### config.mk
export PLATFORM = sky130hd
export DESIGN_NAME = bmu_search_ctrl
export DESIGN_NICKNAME = d
export VERILOG_FILES = /design/src/rtl/som_pkg.sv /design/src/rtl/bmu_min8.sv /design/src/rtl/bmu_search_ctrl.sv
export SDC_FILE = /design/constraint.sdc
export NUM_CORES = 1
export LEC_CHECK = 0
export CAP_MARGIN = 5
export CORE_MARGIN = 2
export CORE_UTILIZATION = 36
export CTS_CLUSTER_DIAMETER = 150
export DETAILED_ROUTE_END_ITERATION = 6
export PLACE_DENSITY_LB_ADDON = 0.25
export RECOVER_POWER = 100
export SYNTH_ARGS = -nofsm -noshare
export SYNTH_HDL_FRONTEND = slang
export SYNTH_HIERARCHICAL = 1
export SYNTH_SLANG_ARGS = --single-unit
### constraint.sdc
create_clock -name clk -period 13.95 [get_ports clk]
set_input_delay 1.395 -clock clk [delete_from_list [all_inputs] [get_ports clk]]
set_output_delay 1.395 -clock clk [all_outputs]
set_load 0.02 [all_outputs]
### src/rtl/som_pkg.sv
// som_pkg
//   Shared constants and state encoding for the SOM processing system.
//   LANES        : candidates reduced per fetched group
//   DEF_DW/DEF_WW: default distance / weight widths
//   state_t      : 2-bit FSM state with IDLE/FETCH/DONE constants
package som_pkg;

  localparam int LANES  = 8;
  localparam int DEF_DW = 10;
  localparam int DEF_WW = 24;

  typedef logic [1:0] state_t;

  localparam state_t IDLE  = 2'd0;
  localparam state_t FETCH = 2'd1;
  localparam state_t DONE  = 2'd2;

endpackage

### src/rtl/bmu_min8.sv
// bmu_min8
//   Combinational 8-way minimum over one fetched group.
//   d_bus    in  8*DW  lane k distance at [k*DW +: DW]
//   w_bus    in  8*WW  lane k weight at [k*WW +: WW]
//   min_d    out DW    smallest distance in the group
//   min_lane out 3     lane that holds it (lowest lane on ties)
//   min_w    out WW    weight of that lane
module bmu_min8
  import som_pkg::*;
#(
  parameter int DW = DEF_DW,
  parameter int WW = DEF_WW
) (
  input  logic [LANES*DW-1:0] d_bus,
  input  logic [LANES*WW-1:0] w_bus,
  output logic [DW-1:0]       min_d,
  output logic [2:0]          min_lane,
  output logic [WW-1:0]       min_w
);

  // Heap-ordered tree: node n has children 2n+1 / 2n+2, leaves 7..14 hold
  // lanes 0..7, root is node 0. The left child always covers lower lanes, so
  // taking the right child only on a strict less-than gives lowest-lane ties.
  logic [DW-1:0] nd_d [15];
  logic [2:0]    nd_l [15];
  logic [WW-1:0] nd_w [15];

  always_comb begin
    for (int n = 0; n < 15; n++) begin
      nd_d[n] = '0;
      nd_l[n] = '0;
      nd_w[n] = '0;
    end
    for (int k = 0; k < LANES; k++) begin
      nd_d[k+7] = d_bus[k*DW +: DW];
      nd_l[k+7] = 3'(k);
      nd_w[k+7] = w_bus[k*WW +: WW];
    end
    for (int n = 6; n >= 0; n--) begin
      if (nd_d[2*n+2] < nd_d[2*n+1]) begin
        nd_d[n] = nd_d[2*n+2];
        nd_l[n] = nd_l[2*n+2];
        nd_w[n] = nd_w[2*n+2];
      end else begin
        nd_d[n] = nd_d[2*n+1];
        nd_l[n] = nd_l[2*n+1];
        nd_w[n] = nd_w[2*n+1];
      end
    end
  end

  assign min_d    = nd_d[0];
  assign min_lane = nd_l[0];
  assign min_w    = nd_w[0];

endmodule

### src/rtl/bmu_search_ctrl.sv
// bmu_search_ctrl
//   Best-matching-unit search sequencer. Fetches NUM_GROUPS groups of 8
//   candidates, keeps a running minimum and reports the global winner.
//   clk, rst           clock, synchronous active-high reset
//   start       in     begin a search (sampled only in IDLE)
//   busy        out    high in FETCH and DONE
//   grp_req     out    requesting group grp_idx
//   grp_idx     out GW group currently requested
//   grp_valid   in     group data present on d_bus/w_bus
//   d_bus/w_bus in     per-lane distance / weight
//   bmu_valid   out    one-cycle result pulse
//   bmu_dist/bmu_index/bmu_weight out  winner (held until next acceptance)
//
//   state | meaning
//   IDLE  | waiting for start, no request
//   FETCH | requesting groups, folding each accepted group into running min
//   DONE  | result valid for one cycle
module bmu_search_ctrl
  import som_pkg::*;
#(
  parameter int  NUM_GROUPS = 8,
  parameter int  DW         = DEF_DW,
  parameter int  WW         = DEF_WW,
  localparam int GW         = (NUM_GROUPS > 1) ? $clog2(NUM_GROUPS) : 1,
  localparam int IW         = GW + 3
) (
  input  logic                clk,
  input  logic                rst,
  input  logic                start,
  output logic                busy,
  output logic                grp_req,
  output logic [GW-1:0]       grp_idx,
  input  logic                grp_valid,
  input  logic [LANES*DW-1:0] d_bus,
  input  logic [LANES*WW-1:0] w_bus,
  output logic                bmu_valid,
  output logic [DW-1:0]       bmu_dist,
  output logic [IW-1:0]       bmu_index,
  output logic [WW-1:0]       bmu_weight
);

  state_t        state_q, state_d;
  logic [GW-1:0] grp_idx_q, grp_idx_d;
  logic [DW-1:0] dist_q, dist_d;
  logic [IW-1:0] index_q, index_d;
  logic [WW-1:0] weight_q, weight_d;

  logic [DW-1:0] gmin_d;
  logic [2:0]    gmin_lane;
  logic [WW-1:0] gmin_w;

  logic accept;
  logic last_grp;
  logic take;

  bmu_min8 #(
    .DW (DW),
    .WW (WW)
  ) u_min8 (
    .d_bus    (d_bus),
    .w_bus    (w_bus),
    .min_d    (gmin_d),
    .min_lane (gmin_lane),
    .min_w    (gmin_w)
  );

  assign accept   = (state_q == FETCH) && grp_valid;
  assign last_grp = (grp_idx_q == GW'(NUM_GROUPS - 1));
  // First group seeds the running min; later groups must be strictly better
  // so an equal distance in a later group keeps the lower flat index.
  assign take     = accept && ((grp_idx_q == '0) || (gmin_d < dist_q));

  always_comb begin
    state_d   = state_q;
    grp_idx_d = grp_idx_q;
    dist_d    = dist_q;
    index_d   = index_q;
    weight_d  = weight_q;

    case (state_q)
      IDLE: begin
        if (start) begin
          state_d   = FETCH;
          grp_idx_d = '0;
        end
      end
      FETCH: begin
        if (accept) begin
          if (last_grp) begin
            state_d = DONE;
          end else begin
            grp_idx_d = grp_idx_q + GW'(1);
          end
        end
      end
      DONE: begin
        state_d = IDLE;
      end
      default: begin
        state_d = IDLE;
      end
    endcase

    if (take) begin
      dist_d   = gmin_d;
      index_d  = {grp_idx_q, gmin_lane};
      weight_d = gmin_w;
    end
  end

  always_ff @(posedge clk) begin
    if (rst) begin
      state_q   <= IDLE;
      grp_idx_q <= '0;
      dist_q    <= '0;
      index_q   <= '0;
      weight_q  <= '0;
    end else begin
      state_q   <= state_d;
      grp_idx_q <= grp_idx_d;
      dist_q    <= dist_d;
      index_q   <= index_d;
      weight_q  <= weight_d;
    end
  end

  assign busy       = (state_q != IDLE);
  assign grp_req    = (state_q == FETCH);
  assign grp_idx    = grp_idx_q;
  assign bmu_valid  = (state_q == DONE);
  assign bmu_dist   = dist_q;
  assign bmu_index  = index_q;
  assign bmu_weight = weight_q;

endmodule

Yosys cells after proc, flatten, opt, wreduce, memory -nomap -nowiden
Index checks and enable logic that the tools add are counted.
{"block": "totals", "input_bits": 276, "elab_cells": 59, "register_bits": 45}
{"block": "classes", "magnitude_cmp": 8, "n_reduce_logical": 9, "add_sub_neg": 1, "eq_ne": 7, "n_mux": 29}
{"operator": "2-to-1 mux 24 bit", "count": 7}
{"operator": "< comparator 10 bit", "count": 8}
{"operator": "2-to-1 mux 10 bit", "count": 7}
{"operator": "2-to-1 mux 3 bit", "count": 4}
{"operator": "2-to-1 mux 2 bit", "count": 5}
{"operator": "one-hot mux 3 bit (2 select lines)", "count": 1}
{"operator": "2-to-1 mux 1 bit", "count": 4}
{"operator": "!= test 2 x 1 -> 1 bit, second input constant", "count": 2}
{"operator": "!= test 2 bit, second input constant", "count": 2}
{"operator": "one-hot mux 2 bit (2 select lines)", "count": 1}
{"operator": "AND reduction 4 bit", "count": 1}
{"operator": "nonzero test 2 bit", "count": 2}
{"operator": "adder 3 x 1 -> 3 bit, second input constant", "count": 1}
{"operator": "equality test 3 bit, second input constant", "count": 1}
{"operator": "logical NOT 3 bit", "count": 1}
{"operator": "AND reduction 3 bit", "count": 1}
{"operator": "equality test 2 x 1 -> 1 bit, second input constant", "count": 1}
{"operator": "equality test 2 bit, second input constant", "count": 1}
{"operator": "logical AND 1 bit", "count": 2}
{"operator": "logical NOT 2 bit", "count": 1}
{"operator": "logical OR 1 bit", "count": 1}

Longest topological paths before layout
Gate-level depths: netlist of run 1.
{"block": "logic_depth", "ltp_word": 9, "mapped_depth": 38, "depth_no_buf": 33}

Modules after synthesis
Netlist of run 1, hierarchy kept.
{"mod": "bmu_min8", "n_inst": 1, "cells_each": 609, "seq_area_each_um2": 0.0, "area_per_inst_um2": 4596.9}
{"mod": "bmu_search_ctrl", "n_inst": 1, "cells_each": 236, "seq_area_each_um2": 900.9, "area_per_inst_um2": 2314.7}

Worst setup path after synthesis of run 1
No wires, ideal clock.
{"block": "synth_path", "path_type": "input port to flip-flop", "start": "input d_bus[29]", "end": "register dist_q[0], in the netlist bmu_dist[0]", "path_slack_ps": 5681, "n_path_buf": 5, "path_stages": 37, "arrival_time_ps": 8197, "cell_sequence": "inv_1 > ha_1 > nand2_1 > nor2_1 > a31oi_2 > nand2_4 > buf_1 > mux2i_1 > inv_1 > ha_1 > nand4_1 > a2111oi_0 > o211ai_1 > o22ai_1 > a211o_1 > buf_4 > buf_2 > mux2i_1 > inv_1 > ha_1 > a21o_1 > a21oi_1 > nor2b_1 > o21ai_0 > nand2b_1 > a21o_1 > a31oi_1 > o211ai_4 > buf_6 > mux2_4 > ha_1 > a21o_1 > nand3_1 > o311ai_2 > a221oi_4 > buf_6 > mux2i_1"}
{"block": "synth_between", "elab_chain_len": 9}
{"item": "from (decl)", "line": "bmu_search_ctrl.sv:34", "rtl": "input logic [LANES*DW-1:0] d_bus,"}
{"item": "< comparator 10 bit", "line": "bmu_min8.sv:40", "rtl": "if (nd_d[2*n+2] < nd_d[2*n+1]) begin"}
{"item": "2-to-1 mux 10 bit *", "line": "bmu_min8.sv:40"}
{"item": "< comparator 10 bit", "line": "bmu_min8.sv:40"}
{"item": "2-to-1 mux 10 bit *", "line": "bmu_min8.sv:40"}
{"item": "< comparator 10 bit", "line": "bmu_min8.sv:40"}
{"item": "2-to-1 mux 10 bit *", "line": "bmu_min8.sv:40"}
{"item": "named net gmin_d[7]", "line": "bmu_search_ctrl.sv:48", "rtl": "logic [DW-1:0] gmin_d;"}
{"item": "< comparator 10 bit *", "line": "bmu_search_ctrl.sv:71", "rtl": "assign take = accept && ((grp_idx_q == '0) || (gmin_d < dist_q));"}
{"item": "logical OR 1 bit *", "line": "bmu_search_ctrl.sv:71"}
{"item": "logical AND 1 bit *", "line": "bmu_search_ctrl.sv:71"}
{"item": "to (signal assigned)", "line": "bmu_search_ctrl.sv:121", "rtl": "dist_q <= dist_d;"}
{"item": "to (decl)", "line": "bmu_search_ctrl.sv:44", "rtl": "logic [DW-1:0] dist_q, dist_d;"}
Mark *: on every way through the listed nets, which the timed path passes. The rest lies on a longest branch.
A chain may end at the register's enable or synchronous reset.

Final worst setup path of run 1
{"block": "layout_path", "start": "input d_bus[47]", "end": "register weight_q[3], in the netlist bmu_weight[3]"}
{"block": "layout_between", "elab_chain_len": 9, "elab_cells_between_ends": 12, "cone_classes": "order compare (4); mux (6); reduce/logical (2)"}
{"item": "< comparator 10 bit", "line": "bmu_min8.sv:40"}
{"item": "2-to-1 mux 10 bit *", "line": "bmu_min8.sv:40"}
{"item": "< comparator 10 bit", "line": "bmu_min8.sv:40"}
{"item": "2-to-1 mux 10 bit *", "line": "bmu_min8.sv:40"}
{"item": "< comparator 10 bit", "line": "bmu_min8.sv:40"}
{"item": "2-to-1 mux 10 bit *", "line": "bmu_min8.sv:40"}
{"item": "named net gmin_d[7]", "line": "bmu_search_ctrl.sv:48"}
{"item": "< comparator 10 bit *", "line": "bmu_search_ctrl.sv:71"}
{"item": "logical OR 1 bit *", "line": "bmu_search_ctrl.sv:71"}
{"item": "logical AND 1 bit *", "line": "bmu_search_ctrl.sv:71"}
{"item": "to (signal assigned)", "line": "bmu_search_ctrl.sv:123", "rtl": "weight_q <= weight_d;"}
{"item": "to (decl)", "line": "bmu_search_ctrl.sv:46", "rtl": "logic [WW-1:0] weight_q, weight_d;"}
Marks and branches as above.

==> impl_metrics.py, run 1 <==
metrics = {
    "placement": {
        "port_buffers": 321,
        "dpl.hpwl_um": 20200,
        "gp_congestion": 0.869,
        "place_ws_ps": 2430,
        "placed_area_mm2": 0.0102,
        "dp.cells": 1362,
    },
    "global_routing": {
        "grt_max_degree": 86,
        "overflow": 0,
        "first_global_vias": 6472,
        "grt_pass1_wl_um": 35000,
        "antenna_found_initial": 1,
        "grt.total_usage_pct": 22.0,
    },
    "die": {
        "dieArea_mm2": 0.0203,
        "die_x_um": 143,
        "floorplan.rows": 50,
        "die_h_um": 143,
        "io_pins": 322,
        "core_mm2": 0.0188,
        "start_util_pct": 36.8,
    },
    "synthesis": {
        "ys_warn_count": 6,
        "ys.flop_type": "dfxtp_1",
        "synth.distinct_cells": 63,
        "synthCells": 845,
        "async_flop_share_pct": 0,
        "syn_area_mm2": 0.00691,
        "ys_seq_elements": 45,
        "seq_area_frac_synth_pct": 13.0,
        "syn_avg_cell_area_um2": 8.18,
        "synth_edf_count": 0,
        "synth_fp_nets": 1194,
    },
    "drt": {
        "wirelength_um": 23600,
        "antenna_left": 0,
        "wire_per_inst_um": 17.2,
        "routed_via_density": 4.98,
        "drtPass1Iterations": 4,
        "vias": 6824,
        "drc": 0,
        "dr.first_iter.drc_count": 332,
    },
    "setup_path": {
        "crit_path_end_kind": "flip-flop",
        "cpPeakStageDelay_ps": 890,
        "critPathMaxFanout": 42,
        "worst-setup-path-type": "primary input to flip-flop",
        "crit_path_start_kind": "primary input",
        "critical_path_required_ps": 14160,
        "rrSetupSlack_ps": 11000,
        "crit_path_frequent_cell": "ha_1",
        "crit_slowest_cell": "nor2_4",
        "arrival_ps": 11570,
    },
    "pwr": {
        "power_mw": 1.01,
        "comb_power_share_pct": 71.2,
        "ir_drop_mv": 0.0721,
        "total_leakage_power_nw": 4.53,
        "p_switching_uw": 409,
        "p_clk_share_pct": 13.5,
        "p_int_uw": 597,
        "switching_share_pct": 40.7,
        "power.density_mw_per_mm2": 96.8,
        "seqPwrFrac_pct": 15.3,
    },
    "sta": {
        "setup_viol_count_final": 0,
        "post-route-period-util_pct": 81.4,
        "worstMarginPinSlew_ps": 2550,
        "post-route-min-period_ps": 11350,
        "worst_slack_ps": 2600,
        "hold_violations": 0,
        "slew_headroom_pct": -70.3,
        "rsz0062_at_grt": "no",
        "final.setup_skew_ps": 6.89,
        "fmax_ghz": 0.0881,
        "tns_ps": 0,
        "slew_viol_final": 86,
    },
    "finish": {
        "area_delta_synth_final_pct": 50.4,
        "final_common_cell": "clkdlybuf4s50_1",
        "layout_common_cells": "clkdlybuf4s50_1, mux2i_1, nand2b_1",
        "fillerInstances": 1765,
        "nets": 1484,
        "finalInstanceArea_mm2": 0.0104,
        "diodes": 0,
        "final-instance-count-excl-fill": 1370,
        "drive_above_1_share_pct": 10.2,
    },
    "clock_tree": {
        "post_cts_buffers": 0,
        "postCtsHoldBufs": 0,
        "clock_sinks": 45,
        "clk_path_buf_depth": 2,
        "clock_latency_ps": 290,
        "post_cts_resize_count": 0,
        "cts-buffers-inserted": 5,
        "clk_pin_slew_ps": 70,
        "htree_levels": 2,
        "cts_root_buffer": "clkbuf_16",
        "cts_tree": "built",
    },
    "run_status": {
        "status": "complete, but fails checks",
        "violations": "max-capacitance violations, max-slew violations",
    },
    "min_path": {
        "hp-class": "flip-flop to flip-flop",
    },
    "job": {
        "cap_violations": 1,
    },
}
==> critical path, delay by kind of cell <==
family | cells | cell delay (ps)
fa+ha+maj | 4 | 1160
compound gates | 15 | 4510
simple gates | 7 | 1720
mux | 2 | 680
buf+inv | 6 | 2060
==> state kept, by name, indices dropped and copies added, names as in the netlist <==
name        cells
bmu_dist       10
bmu_weight     24
state_q         2
grp_idx         3
bmu_index       6
==> synthesized netlist by cell type (3+ instances only) <==
library cell  instances  area share, %
mux2i_1             116             17
nand2b_1             97            8.8
ha_1                 73             13
inv_1                73            4.0
a21oi_1              62            4.5
mux2_2               54            8.8
nand2_1              52            2.8
nor2_1               47            2.6
dfxtp_1              45             13
o21ai_0              43            3.1
clkbuf_1             28            1.5
mux2_4               27            5.9
nand3_1              14            1.0
o21a_1                8           0.87
buf_6                 7            1.1
nand4_1               7           0.63
nor2b_1               6           0.54
o211ai_1              5           0.54
a211o_1               4           0.51
a211oi_1              4           0.43
a21o_1                4           0.43
a31oi_1               4           0.36
and3_1                4           0.36
buf_2                 4           0.29
a41o_1                3           0.43
and2_1                3           0.27
o21ai_1               3           0.22
or3_1                 3           0.27
==> through the flow <==
stage / hold WS, ps / utilization, %
after detailed placement: 461 / 54.6
after global placement: 459 / 54.6
after global routing: 494 / 55.4
after floorplan: 510 / -
after CTS: 475 / 55.5
final: 470 / 55.4
==> area by class of cell <==
cell class,instances,area (um2),share of cell area [%]
Clock buffer,6,129,1.24
Timing Repair Buffer,326,3240,31.2
Clock inverter,2,38.8,0.373
Sequential cell,45,901,8.67
Inverter,74,278,2.67
Multi-Input combinational cell,683,5510,53.0
Tap cell,234,293,2.82
==> routing by layer <==
metal  up-vias  track usage, %  routed length [um]
met5         -               0                   0
met4         0            2.97                 172
met3         9            2.86                1050
met2       179            36.3               11000
met1      3075            31.3               11300
li1       3561               -                   -
==> power by group through the flow <==
stage / Combinational, mW / Sequential (mW) / Clock (mW)
finish: 0.717 / 0.154 / 0.135
global placement: 0.719 / 0.157 / 0
global route: 0.787 / 0.156 / 0.144
CTS: 0.733 / 0.154 / 0.138
detailed placement: 0.731 / 0.157 / 0
floorplan: 0.502 / 0.171 / 0
==> logic make-up after synthesis <==
family | count (synthesis) | share of synthesized area, %
AND/OR/NAND/NOR | 252 | 19.8
adder cells (fa/ha/maj) | 73 | 13.2
buffers and inverters | 117 | 7.30
AO/OA/AOI/OAI | 159 | 14.7
multiplexers | 199 | 32.0
flip-flops | 45 | 13.0
==> worst paths after layout <==
path | start | to | cells past startpoint
min reg2reg | bmu_weight[4] | bmu_weight[4] | 2
max | d_bus[47] | bmu_weight[3] | 34
max reg2reg | bmu_dist[7] | bmu_weight[3] | 8
min | bmu_weight[4] | bmu_weight[4] | 2
No activity file was read; power rests on OpenSTA's default activity.
==> run 2, diff against run 1 <==
==> constraint.sdc (replaced) <==
create_clock -name clk -period 10.4 [get_ports clk]
set_input_delay 1.04 -clock clk [delete_from_list [all_inputs] [get_ports clk]]
set_output_delay 1.04 -clock clk [all_outputs]
set_load 0.02 [all_outputs]
==> impl_metrics.py, run 2 (synthesis results as in run 1) <==
metrics = {
    "setup_path": {
        "crit_start": "d_bus[47]",
        "cpPeakStageDelay_ps": 600,
        "worst-setup-path-type": "primary input to flip-flop",
        "crit_slowest_cell": "nor2_4",
        "crit_path_frequent_cell": "ha_1",
        "crit_path_end_kind": "flip-flop",
        "rr_startpoint": "bmu_dist[7]",
        "critPathMaxFanout": 61,
        "arrival_ps": 9730,
        "crit_path_start_kind": "primary input",
        "critical_path_required_ps": 10610,
    },
    "drt": {
        "antenna_left": 0,
        "routed_via_density": 5.06,
        "dr.first_iter.drc_count": 268,
        "wire_per_inst_um": 17.5,
        "drc": 0,
        "vias": 6956,
        "wirelength_um": 24000,
        "drtPass1Iterations": 5,
    },
    "sta": {
        "hold_violations": 0,
        "final.setup_skew_ps": 7.21,
        "tns_ps": 0,
        "rsz0062_at_grt": "no",
        "slew_viol_final": 86,
        "worstMarginPinSlew_ps": 2590,
        "slew_headroom_pct": -72.6,
        "post-route-period-util_pct": 91.6,
        "post-route-min-period_ps": 9520,
        "setup_viol_count_final": 0,
        "fmax_ghz": 0.105,
    },
    "clock_tree": {
        "cts-buffers-inserted": 5,
        "cts_tree": "built",
        "clock_sinks": 45,
        "clock_latency_ps": 280,
        "htree_levels": 2,
        "clk_path_buf_depth": 2,
        "postCtsHoldBufs": 0,
        "post_cts_buffers": 0,
        "cts_root_buffer": "clkbuf_16",
        "post_cts_resize_count": 0,
        "clk_pin_slew_ps": 70,
    },
    "die": {
        "start_util_pct": 36.8,
        "die_h_um": 143,
        "io_pins": 322,
        "floorplan.rows": 50,
        "core_mm2": 0.0188,
        "dieArea_mm2": 0.0203,
        "die_x_um": 143,
    },
    "pwr": {
        "power.density_mw_per_mm2": 130,
        "ir_drop_mv": 0.0639,
        "total_leakage_power_nw": 4.55,
    },
    "run_status": {
        "status": "complete, but fails checks",
        "violations": "max-capacitance violations, max-slew violations",
    },
    "finish": {
        "nets": 1488,
        "fillerInstances": 1724,
        "diodes": 0,
        "drive_above_1_share_pct": 10.6,
        "layout_common_cells": "clkdlybuf4s50_1, mux2i_1, nand2b_1",
        "final_common_cell": "clkdlybuf4s50_1",
        "largest_register_ffs": 24,
        "area_delta_synth_final_pct": 50.9,
        "final-instance-count-excl-fill": 1374,
    },
    "global_routing": {
        "overflow": 0,
        "grt_max_degree": 86,
        "grt_pass1_wl_um": 36300,
        "grt.total_usage_pct": 22.7,
        "first_global_vias": 6740,
        "antenna_found_initial": 0,
    },
    "placement": {
        "gp_congestion": 0.845,
        "dpl.hpwl_um": 20500,
        "dp.cells": 1366,
        "port_buffers": 321,
    },
    "min_path": {
        "worstHoldStart": "bmu_weight[5]",
        "hp-class": "flip-flop to flip-flop",
    },
    "job": {
        "cap_violations": 1,
    },
}
[run 2: cell types whose count changed in the layout (fill, tap and decap cells not counted), sizes merged]
cell / before / now
buf: 5 / 8
clkbuf: 7 / 8
clkdlybuf4s50: 273 / 274
dlygate4sd3: 47 / 46
[run 2: layer usage]
| layer | track usage, % | up-vias | part of all wire [%] |
|---|---|---|---|
| li1 | - | 3557 | - |
| met1 | 30.8 | 3180 | 46 |
| met2 | 39.8 | 213 | 49 |
| met3 | 2.73 | 6 | 4.7 |
| met4 | 2.29 | 0 | 0.45 |
| met5 | 0 | - | 0 |
[run 2: power breakdown]
part	total [mW]	leakage (nW)	switching [mW]	internal [mW]
Sequential	0.205	0.366	0.0133	0.192
Clock	0.179	0.0810	0.0655	0.114
Combinational	0.977	4.11	0.476	0.501
Total	1.36	4.55	0.555	0.807
[run 2: final cells by class]
cell class	instances	area, um2	share of cell area [%]
tap	234	293	2.81
inverter	74	278	2.66
sequential	45	901	8.64
multi-input combinational	683	5520	52.9
clock buffer	6	129	1.24
timing repair buffer	330	3270	31.4
clock inverter	2	38.8	0.372
[run 2: final timing paths]
| kind | to | slack [ps] | cells after the start |
|---|---|---|---|
| worst max register to register | bmu_index[4] | 8180 | 8 |
| worst min-delay path | bmu_weight[5] | 470 | 2 |
| worst max-delay path | bmu_index[4] | 880 | 35 |
| worst min register to register | bmu_weight[5] | 470 | 2 |
[run 2: worst max-delay path: cells and delay by family]
family	cells	cell delay [ps]
AO/OA/AOI/OAI	15	3460
multiplexers	2	720
AND/OR/NAND/NOR	9	1690
buffers and inverters	5	1590
adder cells (fa/ha/maj)	4	1200
[run 2: through the flow]
step	power, mW	hold WS, ps	setup slack, ps	area (um2)	util [%]
CTS	1.38	475	989	10400	55.6
detailed placement	1.20	461	656	10300	54.7
floorplan	0.903	510	2490	6910	-
global route	1.47	484	142	10400	55.6
global placement	1.19	459	1090	10300	54.7
finish	1.36	472	876	10400	55.6
